--- config.mk ---
export PLATFORM = sky130hd
export DESIGN_NAME = instr_encoder_loader
export DESIGN_NICKNAME = d
export VERILOG_FILES = /design/src/rtl/instr_encoder_loader.sv
export SDC_FILE = /design/constraint.sdc
export NUM_CORES = 1
export LEC_CHECK = 0
export CORE_UTILIZATION = 45
export DETAILED_ROUTE_END_ITERATION = 10
export DONT_BUFFER_PORTS = 1
export PLACE_DENSITY_LB_ADDON = 0.2
export SETUP_SLACK_MARGIN = 0.15
export SLEW_MARGIN = 20
export SYNTH_ARGS = -nofsm -noshare
export SYNTH_HDL_FRONTEND = slang
export SYNTH_SLANG_ARGS = --single-unit
export TNS_END_PERCENT = 5
--- constraint.sdc ---
create_clock -name clk -period 4.94 [get_ports clk]
set_input_delay 0.247 -clock clk [delete_from_list [all_inputs] [get_ports clk]]
set_output_delay 0.247 -clock clk [all_outputs]
set_load 0.02 [all_outputs]
--- src/rtl/instr_encoder_loader.sv ---
// instr_encoder_loader
// Streams mnemonic-level commands into 32-bit MIPS32 machine words and writes
// them to instruction memory at an internally tracked PC. Branch and jump
// fields are derived from absolute byte targets. Commands that cannot be
// encoded are consumed without emitting anything and latched into a sticky,
// first-error-wins record.
//
// Ports
//   clk, rst_n                 clock, async active-low reset
//   in_valid/in_ready          command handshake
//   in_kind, in_code           0 SPECIAL(funct) 1 OPC(opcode) 2 REGIMM 3 ORG
//   in_rs/rt/rd/shamt/imm      instruction fields
//   in_target                  absolute byte target (branch, j/jal, ORG)
//   out_valid/out_ready        IMEM write handshake
//   out_addr, out_word         IMEM write address / data
//   pc                         address of the next emitted word
//   err_valid/err_code/err_pc  sticky error record, err_clr clears it
module instr_encoder_loader #(
  parameter logic [31:0] RESET_PC = 32'h0000_3000
) (
  input  logic        clk,
  input  logic        rst_n,
  input  logic        in_valid,
  output logic        in_ready,
  input  logic [1:0]  in_kind,
  input  logic [5:0]  in_code,
  input  logic [4:0]  in_rs,
  input  logic [4:0]  in_rt,
  input  logic [4:0]  in_rd,
  input  logic [4:0]  in_shamt,
  input  logic [15:0] in_imm,
  input  logic [31:0] in_target,
  output logic        out_valid,
  input  logic        out_ready,
  output logic [31:0] out_addr,
  output logic [31:0] out_word,
  output logic [31:0] pc,
  output logic        err_valid,
  output logic [2:0]  err_code,
  output logic [31:0] err_pc,
  input  logic        err_clr
);

  localparam logic [1:0] K_SPECIAL = 2'd0;
  localparam logic [1:0] K_OPC     = 2'd1;
  localparam logic [1:0] K_REGIMM  = 2'd2;
  localparam logic [1:0] K_ORG     = 2'd3;

  logic [31:0] pc_q, pc_d;
  logic        out_valid_q, out_valid_d;
  logic [31:0] out_addr_q, out_addr_d;
  logic [31:0] out_word_q, out_word_d;
  logic        err_valid_q, err_valid_d;
  logic [2:0]  err_code_q, err_code_d;
  logic [31:0] err_pc_q, err_pc_d;

  logic [31:0] pc_nxt, br_diff, word;
  logic [2:0]  br_err, cmd_err;
  logic [15:0] br_imm;
  logic [4:0]  f_rs, f_rt, f_rd, f_sh;
  logic        funct_ok, accept;

  // Encoder: produces the word and an error cause (0 = encodable).
  always_comb begin
    pc_nxt   = pc_q + 32'd4;
    br_diff  = in_target - pc_nxt;
    br_imm   = br_diff[17:2];
    // offset must fit 18 signed bits: bits 31..17 are pure sign extension
    if (br_diff[1:0] != 2'b00)
      br_err = 3'd2;
    else if ((br_diff[31:17] != '0) && (br_diff[31:17] != '1))
      br_err = 3'd3;
    else
      br_err = 3'd0;
    f_rs     = in_rs;
    f_rt     = in_rt;
    f_rd     = in_rd;
    f_sh     = in_shamt;
    funct_ok = 1'b0;
    word     = '0;
    cmd_err  = 3'd0;
    case (in_kind)
      K_SPECIAL: begin
        case (in_code)
          6'h00, 6'h02, 6'h03: f_rs = '0;
          default:             f_sh = '0;
        endcase
        case (in_code)
          6'h08:                      begin f_rt = '0; f_rd = '0; end
          6'h09:                      f_rt = '0;
          6'h18, 6'h19, 6'h1A, 6'h1B: f_rd = '0;
          6'h10, 6'h12:               begin f_rs = '0; f_rt = '0; end
          6'h11, 6'h13:               begin f_rt = '0; f_rd = '0; end
          default: ;
        endcase
        case (in_code)
          6'h00, 6'h02, 6'h03, 6'h04, 6'h06, 6'h07, 6'h08, 6'h09, 6'h0C,
          6'h10, 6'h11, 6'h12, 6'h13, 6'h18, 6'h19, 6'h1A, 6'h1B,
          6'h20, 6'h21, 6'h22, 6'h23, 6'h24, 6'h25, 6'h26, 6'h27,
          6'h2A, 6'h2B: funct_ok = 1'b1;
          default:      funct_ok = 1'b0;
        endcase
        word = {6'h00, f_rs, f_rt, f_rd, f_sh, in_code};
        if (in_code == 6'h0C) word = 32'h0000_000C;
        if (!funct_ok) cmd_err = 3'd1;
      end
      K_OPC: begin
        case (in_code)
          6'h02, 6'h03: begin
            word = {in_code, in_target[27:2]};
            if (in_target[1:0] != 2'b00)
              cmd_err = 3'd2;
            else if (in_target[31:28] != pc_nxt[31:28])
              cmd_err = 3'd4;
          end
          6'h04, 6'h05, 6'h06, 6'h07: begin
            if (in_code[1]) f_rt = '0;
            word    = {in_code, f_rs, f_rt, br_imm};
            cmd_err = br_err;
          end
          6'h08, 6'h09, 6'h0A, 6'h0B, 6'h0C, 6'h0D, 6'h0E, 6'h0F,
          6'h20, 6'h21, 6'h23, 6'h24, 6'h25, 6'h28, 6'h29, 6'h2B: begin
            if (in_code == 6'h0F) f_rs = '0;
            word = {in_code, f_rs, f_rt, in_imm};
          end
          default: cmd_err = 3'd1;
        endcase
      end
      K_REGIMM: begin
        word = {6'h01, in_rs, 4'b0000, in_code[0], br_imm};
        if (in_code > 6'd1)
          cmd_err = 3'd1;
        else
          cmd_err = br_err;
      end
      default: begin
        if (in_target[1:0] != 2'b00) cmd_err = 3'd2;
      end
    endcase
  end

  assign in_ready = !out_valid_q || out_ready;
  assign accept   = in_valid && in_ready;

  always_comb begin
    pc_d        = pc_q;
    out_valid_d = out_valid_q;
    out_addr_d  = out_addr_q;
    out_word_d  = out_word_q;
    err_valid_d = err_valid_q;
    err_code_d  = err_code_q;
    err_pc_d    = err_pc_q;
    if (out_ready) out_valid_d = 1'b0;
    if (accept && (cmd_err == 3'd0)) begin
      if (in_kind == K_ORG) begin
        pc_d = in_target;
      end else begin
        out_valid_d = 1'b1;
        out_addr_d  = pc_q;
        out_word_d  = word;
        pc_d        = pc_nxt;
      end
    end
    if (err_clr) begin
      err_valid_d = 1'b0;
      err_code_d  = '0;
      err_pc_d    = '0;
    end
    // a clear in the same cycle frees the record for the new error
    if (accept && (cmd_err != 3'd0) && (!err_valid_q || err_clr)) begin
      err_valid_d = 1'b1;
      err_code_d  = cmd_err;
      err_pc_d    = pc_q;
    end
  end

  always_ff @(posedge clk or negedge rst_n) begin
    if (!rst_n) begin
      pc_q        <= RESET_PC;
      out_valid_q <= 1'b0;
      out_addr_q  <= '0;
      out_word_q  <= '0;
      err_valid_q <= 1'b0;
      err_code_q  <= '0;
      err_pc_q    <= '0;
    end else begin
      pc_q        <= pc_d;
      out_valid_q <= out_valid_d;
      out_addr_q  <= out_addr_d;
      out_word_q  <= out_word_d;
      err_valid_q <= err_valid_d;
      err_code_q  <= err_code_d;
      err_pc_q    <= err_pc_d;
    end
  end

  assign pc        = pc_q;
  assign out_valid = out_valid_q;
  assign out_addr  = out_addr_q;
  assign out_word  = out_word_q;
  assign err_valid = err_valid_q;
  assign err_code  = err_code_q;
  assign err_pc    = err_pc_q;

endmodule

==> results of run 1 <==
[worst register-to-register path, cell delays in order (launching register included)]
cell       delay (ns)
dfrtp_1          0.45
buf_4            0.20
nand3_1          0.13
xor2_2           0.24
ha_1             0.29
a21o_1           0.19
or3_4            0.34
o21ai_2          0.15
nor3_2           0.07
o21ai_1          0.21
a21oi_2          0.14
buf_4            0.16
o41ai_4          0.34
buf_4            0.19
o41ai_4          0.06
xnor2_2          0.18
nand4_1          0.16
or3_1            0.42
nand3_2          0.10
buf_6            0.11
nand4_4          0.19
buf_4            0.23
clkbuf_16        0.18
nand2_1          0.07
o21ai_1          0.06
[flip-flops by register name, summed over array words and instances (netlist names)]
signal     flops
err_code       3
err_pc        32
err_valid      1
out_addr      32
out_valid      1
out_word      32
pc            32
[area by class of cell]
cell class / instances / area, um2 / share of cell area [%]
inverter: 25 / 93.8 / 0.829
timing repair buffer: 124 / 1140 / 10.1
tap: 270 / 338 / 2.98
multi-input combinational: 836 / 5830 / 51.5
clock inverter: 15 / 163 / 1.44
clock buffer: 17 / 425 / 3.76
sequential: 133 / 3340 / 29.5
[logic make-up after synthesis]
group	count (synthesis)
compound gates	339
fa+ha+maj	32
simple gates	368
mux	31
flops	133
xor+xnor	65
buf+inv	105
[Yosys cell counts (6+ instances only)]
cell | instances | share of area [%]
a21o_1 | 12 | 0.97
a21oi_1 | 66 | 3.6
a221oi_1 | 13 | 1.2
a22o_1 | 46 | 4.3
a22oi_1 | 17 | 1.4
a31oi_1 | 8 | 0.54
and2_1 | 13 | 0.88
and3_1 | 15 | 1.0
buf_1 | 7 | 0.28
buf_2 | 12 | 0.65
clkbuf_1 | 55 | 2.2
dfrtp_1 | 131 | 35
ha_1 | 22 | 3.0
inv_1 | 25 | 1.0
maj3_1 | 6 | 0.65
mux2_2 | 24 | 2.9
mux2i_1 | 6 | 0.65
nand2_1 | 121 | 4.9
nand2b_1 | 7 | 0.47
nand3_1 | 28 | 1.5
nand4_1 | 14 | 0.95
nor2_1 | 102 | 4.1
nor2b_1 | 9 | 0.61
nor3_1 | 25 | 1.4
nor4_1 | 7 | 0.47
o2111ai_1 | 7 | 0.66
o21a_1 | 6 | 0.49
o21ai_0 | 70 | 3.8
o21ai_1 | 31 | 1.7
o21bai_1 | 11 | 0.89
xnor2_1 | 32 | 3.0
xnor3_1 | 6 | 1.5
xor2_1 | 26 | 2.5
[power by group]
part	leakage (uW)	total (uW)	internal [uW]	switching, uW
Combinational	0.00287	2940	1300	1640
Sequential	0.00172	2090	1430	662
Clock	0.000276	1290	715	572
[metal layers]
metal  track usage, %  share of wire (%)  wire length (um)
met1             36.4                 42             12700
met2             47.2                 48             14700
met3             7.30                6.8              2080
met4             12.2                3.3              1020
met5                0                  0                 0
[what timing repair did]
item	in CTS	in global routing
hold buffers	17	0
gates resized for setup	12	36
endpoints found under the setup margin	92	133
pin swaps	11	31
gates cloned	1	4
hold endpoints to repair	148	0
setup buffers	4	12
[placed cells by master, fill, tap and decap left out, types with 5 or more instances in the layout]
cell type,instances
dfrtp_1,126
nand2_1,119
nor2_1,98
buf_4,95
o21ai_0,65
a21oi_1,60
a22o_1,46
o21ai_1,34
xnor2_1,31
inv_1,25
nand3_1,25
mux2_2,24
xor2_1,22
nor3_1,22
clkbuf_16,21
ha_1,18
a22oi_1,17
dlygate4sd3_1,16
nand4_1,14
and3_1,13
a221oi_1,12
and2_1,11
a21o_1,11
o21bai_1,10
nor2b_1,9
nand2b_1,7
a31oi_1,7
o2111ai_1,7
a21oi_2,7
xnor3_1,6
o21a_1,6
mux2i_1,6
maj3_1,5
o22a_1,5
inv_6,5
dfrtp_2,5
buf_12,5
[through the flow]
stage / utilization (%) / TNS [ns] / power [uW] / hold WS [ns]
after floorplan: - / 0 / 3920 / -0.0486
after global placement: 49.8 / -0.0909 / 4700 / -0.0455
after detailed placement: 49.8 / -3.77 / 4720 / -0.0457
after CTS: 54.1 / 0 / 6140 / 0.000712
after global routing: 55.9 / -19.31 / 6710 / 0.00776
final: 55.9 / -0.561 / 6320 / 0.0162
[how the worst min path moves through the flow]
stage | startpoint | to | slack [ns] | depth (start not counted)
final | in_target[18] | pc[18] | 0.02 | 2
after global routing | in_target[20] | pc[20] | 0.008 | 2
after CTS | in_target[18] | pc[18] | 0.0007 | 2
after detailed placement | rst_n | out_addr[29] | -0.05 | 0
after global placement | rst_n | out_addr[29] | -0.05 | 0
after floorplan | rst_n | err_code[0] | -0.05 | 0
==> results.json, run 1 <==
{
  "tightestPinTransition_ns": 1.09,
  "fin_ws_ns": -0.0502,
  "avgRoutedWirePerCell_um": 21.5,
  "drt_wl_total_um": 30500,
  "syn_nets": 1177,
  "cp_slowest_stage_delay_ns": 0.45,
  "cp-endpoint": "pc[20]",
  "drt_iter0_markers": 620,
  "cpMaxStageDelayCell": "dfrtp_1",
  "p_leak_uw": 0.00487,
  "yosys.area_share.simple_pct": 19.3,
  "fin_crit_sh_pct": 101,
  "antenna_found_initial": 0,
  "avgSynthCellArea_um2": 8.63,
  "seq_area_frac_synth_pct": 36.0,
  "worst_clock_skew_ns": 0.00931,
  "drt-pass1-iter-count": 5,
  "crit_arrival_ns": 5.30,
  "dpl_cell_area_mm2": 0.0101,
  "clockRootBuffer": "clkbuf_16",
  "ant_nets": 0,
  "initial_core_util_pct": 45.8,
  "fin_cells": 1420,
  "htreeDepth": 4,
  "core-area_mm2": 0.0202,
  "violations": "negative setup slack",
  "place_congestion": 0.918,
  "synth-edff-count": 0,
  "vias": 8567,
  "clk_latency_ns": 0.43,
  "cp-start-kind": "flip-flop",
  "synthAdderAreaFrac_pct": 4.20,
  "period_needed_ns": 4.99,
  "fmax_ghz": 0.200,
  "path_class": "flip-flop to flip-flop",
  "n_antenna_cell": 0,
  "outcome": "finished, violations left",
  "critPathMaxFanout": 20,
  "power-per-cell-area_mw_per_mm2": 558,
  "synth_top_family_by_area": "compound AO/OA/AOI/OAI gates",
  "hold_path.class": "input port to flip-flop",
  "final-hold-violation-count": 0,
  "cts_tree": "yes",
  "dp.cells": 1350,
  "die_h_um": 145,
  "rr_worst_depth": 24,
  "drc_errors": 0,
  "async_flop_share_pct": 100,
  "cap_viol_max_count": 0,
  "synth_compound_area_share_pct": 24.9,
  "cts_buffer_depth": 2,
  "grt_max_degree": 134,
  "grt_pass1_wl_um": 47900,
  "place_hpwl_um": 21600,
  "die_x_um": 145,
  "synth_cell_types": 86,
  "grtUsageTotal_pct": 28.9,
  "cp_num_cells": 24,
  "ys_warn_count": 0,
  "grt_pass1_vias": 8475,
  "rsz0062_at_grt": "true",
  "peakVddDrop_mv": 0.290,
  "fillers": 1824,
  "rows": 52,
  "r2r_end": "pc[20]",
  "slew_viol_final": 0,
  "synthesis.area_mm2": 0.00926,
  "pin_count": 215,
  "cpMostUsedCell": "buf_4",
  "cp-startpoint": "pc[5]",
  "synth_xor_area_share_pct": 7.12,
  "relSlewSlack_pct": 27.4,
  "cts.sink_count": 133,
  "required_ns": 5.25,
  "path_cells": "buf_4, nand3_1, xor2_2, ha_1, a21o_1, or3_4, o21ai_2, nor3_2, o21ai_1, a21oi_2, buf_4, o41ai_4, buf_4, o41ai_4, xnor2_2, nand4_1, or3_1, nand3_2, buf_6, nand4_4, buf_4, clkbuf_16, nand2_1, o21ai_1",
  "endpoint_kind": "flip-flop",
  "fin_area_mm2": 0.0113,
  "post-place-ws_ns": -0.124,
  "cts-buffers-inserted": 17,
  "synthCells": 1073,
  "post_drt_via_cell_ratio": 6.03,
  "overflow": 0,
  "reg2reg_from": "pc[5]",
  "cts.clk_slew.worst_paths_ns": 0.07,
  "drive_above_1_share_pct": 21.4,
  "synth_flop_cell": "dfrtp_1",
  "dieArea_mm2": 0.0212,
  "synthMuxAreaShare_pct": 3.69,
  "crit_family": "simple AND/OR/NAND/NOR gates",
  "nets": 1241,
  "r2r_slack_ns": -0.05,
  "setup_viol": 22,
  "area_delta_synth_final_pct": 22.2,
  "portBuffers": 0,
  "worst-path-buf-inv": 6,
  "ys_ff_latch": 133
}
Power figures use the tool's default switching activity.
==> run 2: changes to the inputs <==
Settings changed: CELL_PAD_IN_SITES_DETAIL_PLACEMENT from default to 0, CELL_PAD_IN_SITES_GLOBAL_PLACEMENT from default to 2, CORE_UTILIZATION 45 to 34.
==> run 2 against run 1 <==
The run still ends with negative setup slack left. Worst hold slack lost 0.012 ns. Maximum frequency grew 0.86%. Sequential cell count is the same. Register-to-register slack gained 0.04 ns. Die area grew 32%. Sequential share of layout area shrank 1.3 points. Clock power grew 5%. Core utilization shrank 12 points. Final cell count grew 7.3%. Largest cell class unchanged. Largest power group unchanged.
==> results.json, run 2 (same netlist as run 1, synthesis figures left out) <==
{
  "die_x_um": 167,
  "grt_pass1_vias": 8195,
  "power-per-cell-area_mw_per_mm2": 552,
  "clk_latency_ns": 0.44,
  "critPathMaxFanout": 15,
  "final_common_cell": "dfrtp_1",
  "required_ns": 5.31,
  "vias": 8599,
  "worst-path-buf-inv": 4,
  "overflow": 0,
  "grtUsageTotal_pct": 23.6,
  "place_congestion": 0.847,
  "place_hpwl_um": 24200,
  "endpoint_kind": "flip-flop",
  "sw_frac_of_total_pct": 45.7,
  "avgRoutedWirePerCell_um": 22.2,
  "setup_viol": 9,
  "path_class": "flip-flop to flip-flop",
  "drt-pass1-iter-count": 5,
  "pwr-share-clk_pct": 20.7,
  "nets": 1273,
  "htreeDepth": 4,
  "slew_viol_final": 0,
  "rr_worst_depth": 25,
  "period_needed_ns": 4.95,
  "cp_slowest_stage_delay_ns": 0.61,
  "p_leak_uw": 0.00512,
  "tightestPinTransition_ns": 0.948,
  "cts_buffer_depth": 2,
  "hold_depth": 2,
  "drc_errors": 0,
  "drt_wl_total_um": 33800,
  "fmax_ghz": 0.202,
  "final_cell_mix": "123 x dfrtp_1, 116 x buf_4, 108 x nand2_1, 95 x nor2_1, 57 x a21oi_1",
  "cp_num_cells": 25,
  "crit_family": "simple AND/OR/NAND/NOR gates",
  "peakVddDrop_mv": 0.207,
  "power.internal_uw": 3560,
  "p_seq_share_pct": 31.8,
  "drt_iter0_markers": 571,
  "grt_max_degree": 134,
  "n_antenna_cell": 0,
  "initial_core_util_pct": 34.6,
  "violations": "negative setup slack",
  "post-route-util_pct": 44.3,
  "post-place-ws_ns": -0.254,
  "fin_crit_sh_pct": 100,
  "ant_nets": 0,
  "fin_area_mm2": 0.0119,
  "r2r_slack_ns": -0.008,
  "rsz0062_at_grt": "true",
  "clockRootBuffer": "clkbuf_16",
  "pin_count": 215,
  "crit_arrival_ns": 5.31,
  "grt_pass1_wl_um": 50400,
  "dpl_cell_area_mm2": 0.0103,
  "drive_above_1_share_pct": 26.3,
  "power_switching_uw": 3000,
  "cp-start-kind": "flip-flop",
  "post_drt_via_cell_ratio": 5.65,
  "relSlewSlack_pct": 36.2,
  "antenna_found_initial": 0,
  "core-area_mm2": 0.0268,
  "combinationalPowerShare_pct": 47.5,
  "cap_viol_max_count": 0,
  "worst_clock_skew_ns": 0.0146,
  "fin_ws_ns": -0.00771,
  "cts_tree": "yes",
  "worst_hold_slack_ns": 0.00451,
  "hold_path.class": "input port to flip-flop",
  "final-hold-violation-count": 0,
  "area_delta_synth_final_pct": 28.2,
  "cts.clk_slew.worst_paths_ns": 0.07,
  "outcome": "finished, violations left",
  "rows": 60,
  "die_h_um": 167,
  "cts.sink_count": 133,
  "cts-buffers-inserted": 17,
  "cpMaxStageDelayCell": "or4_4",
  "portBuffers": 0,
  "dieArea_mm2": 0.0279
}
run 2: path summary, 6_finish.rpt:
| kind | start | to |
|---|---|---|
| setup / recovery | pc[2] | err_pc[22] |
| hold / removal | in_rt[2] | out_word[18] |
| min in group asynchronous | rst_n | out_word[9] |
| hold reg to reg | pc[4] | err_pc[4] |
| max in group asynchronous | rst_n | pc[8] |
| setup reg to reg | pc[2] | err_pc[22] |
run 2: what timing repair did:
action,in CTS,in global routing
gates resized for setup,15,102
setup endpoints to repair,133,133
hold endpoints to repair,145,0
hold buffers,14,0
cloned,2,4
pin swaps,46,29
buffers inserted,7,20
run 2: power by group through the flow:
stage                     clock network [uW]  registers (uW)  logic (uW)
after floorplan                            0            2110        1810
after global placement                     0            2100        2730
after detailed placement                   0            2100        2740
after CTS                               1380            2080        2830
after global routing                    1430            2140        3390
final                                   1360            2090        3120
run 2: worst reg2reg max path: stages (launching register included):
cell and delay [ns]:
dfrtp_2 0.41, buf_8 0.15, and2_4 0.18, nand3_4 0.08, nor3_4 0.23, and3_4 0.22, buf_4 0.13, xnor2_2 0.07
ha_1 0.31, a21o_1 0.20, a21oi_2 0.12, nor2_1 0.05, nor2_1 0.14, o21ai_1 0.09, a221oi_2 0.33, o2111ai_1 0.17
nand2_1 0.14, xnor2_2 0.14, nand4_1 0.21, or4_4 0.61, o211ai_4 0.12, nand3_2 0.14, a21oi_4 0.17, buf_12 0.15
clkbuf_16 0.18, a22o_1 0.14
run 2: per-stage QoR:
stage                     total power [uW]  std cells  setup TNS, ns
final                                 6560       1523        -0.0376
after global routing                  6960       1523         -23.00
after CTS                             6290       1499         -0.535
after detailed placement              4830       1444         -19.65
after global placement                4830       1444         -15.51
after floorplan                       3920       1073              0
run 2: final cells by class:
| cell class | instances | area (um2) |
|---|---|---|
| multi-input combinational | 836 | 5930 |
| sequential | 133 | 3340 |
| tap | 341 | 427 |
| clock inverter | 15 | 176 |
| inverter | 25 | 93.8 |
| clock buffer | 17 | 425 |
| timing repair buffer | 156 | 1480 |
| fill | 2636 | 14900 |
run 2: per-layer routing:
metal	vias to the layer above	wire, um	global-route usage [%]	part of all wire, %
li1	4094	-	-	-
met1	4226	17100	36.1	51
met2	257	14200	33.0	42
met3	22	2180	5.16	6.4
met4	0	357	5.88	1.1
met5	-	0	0	0
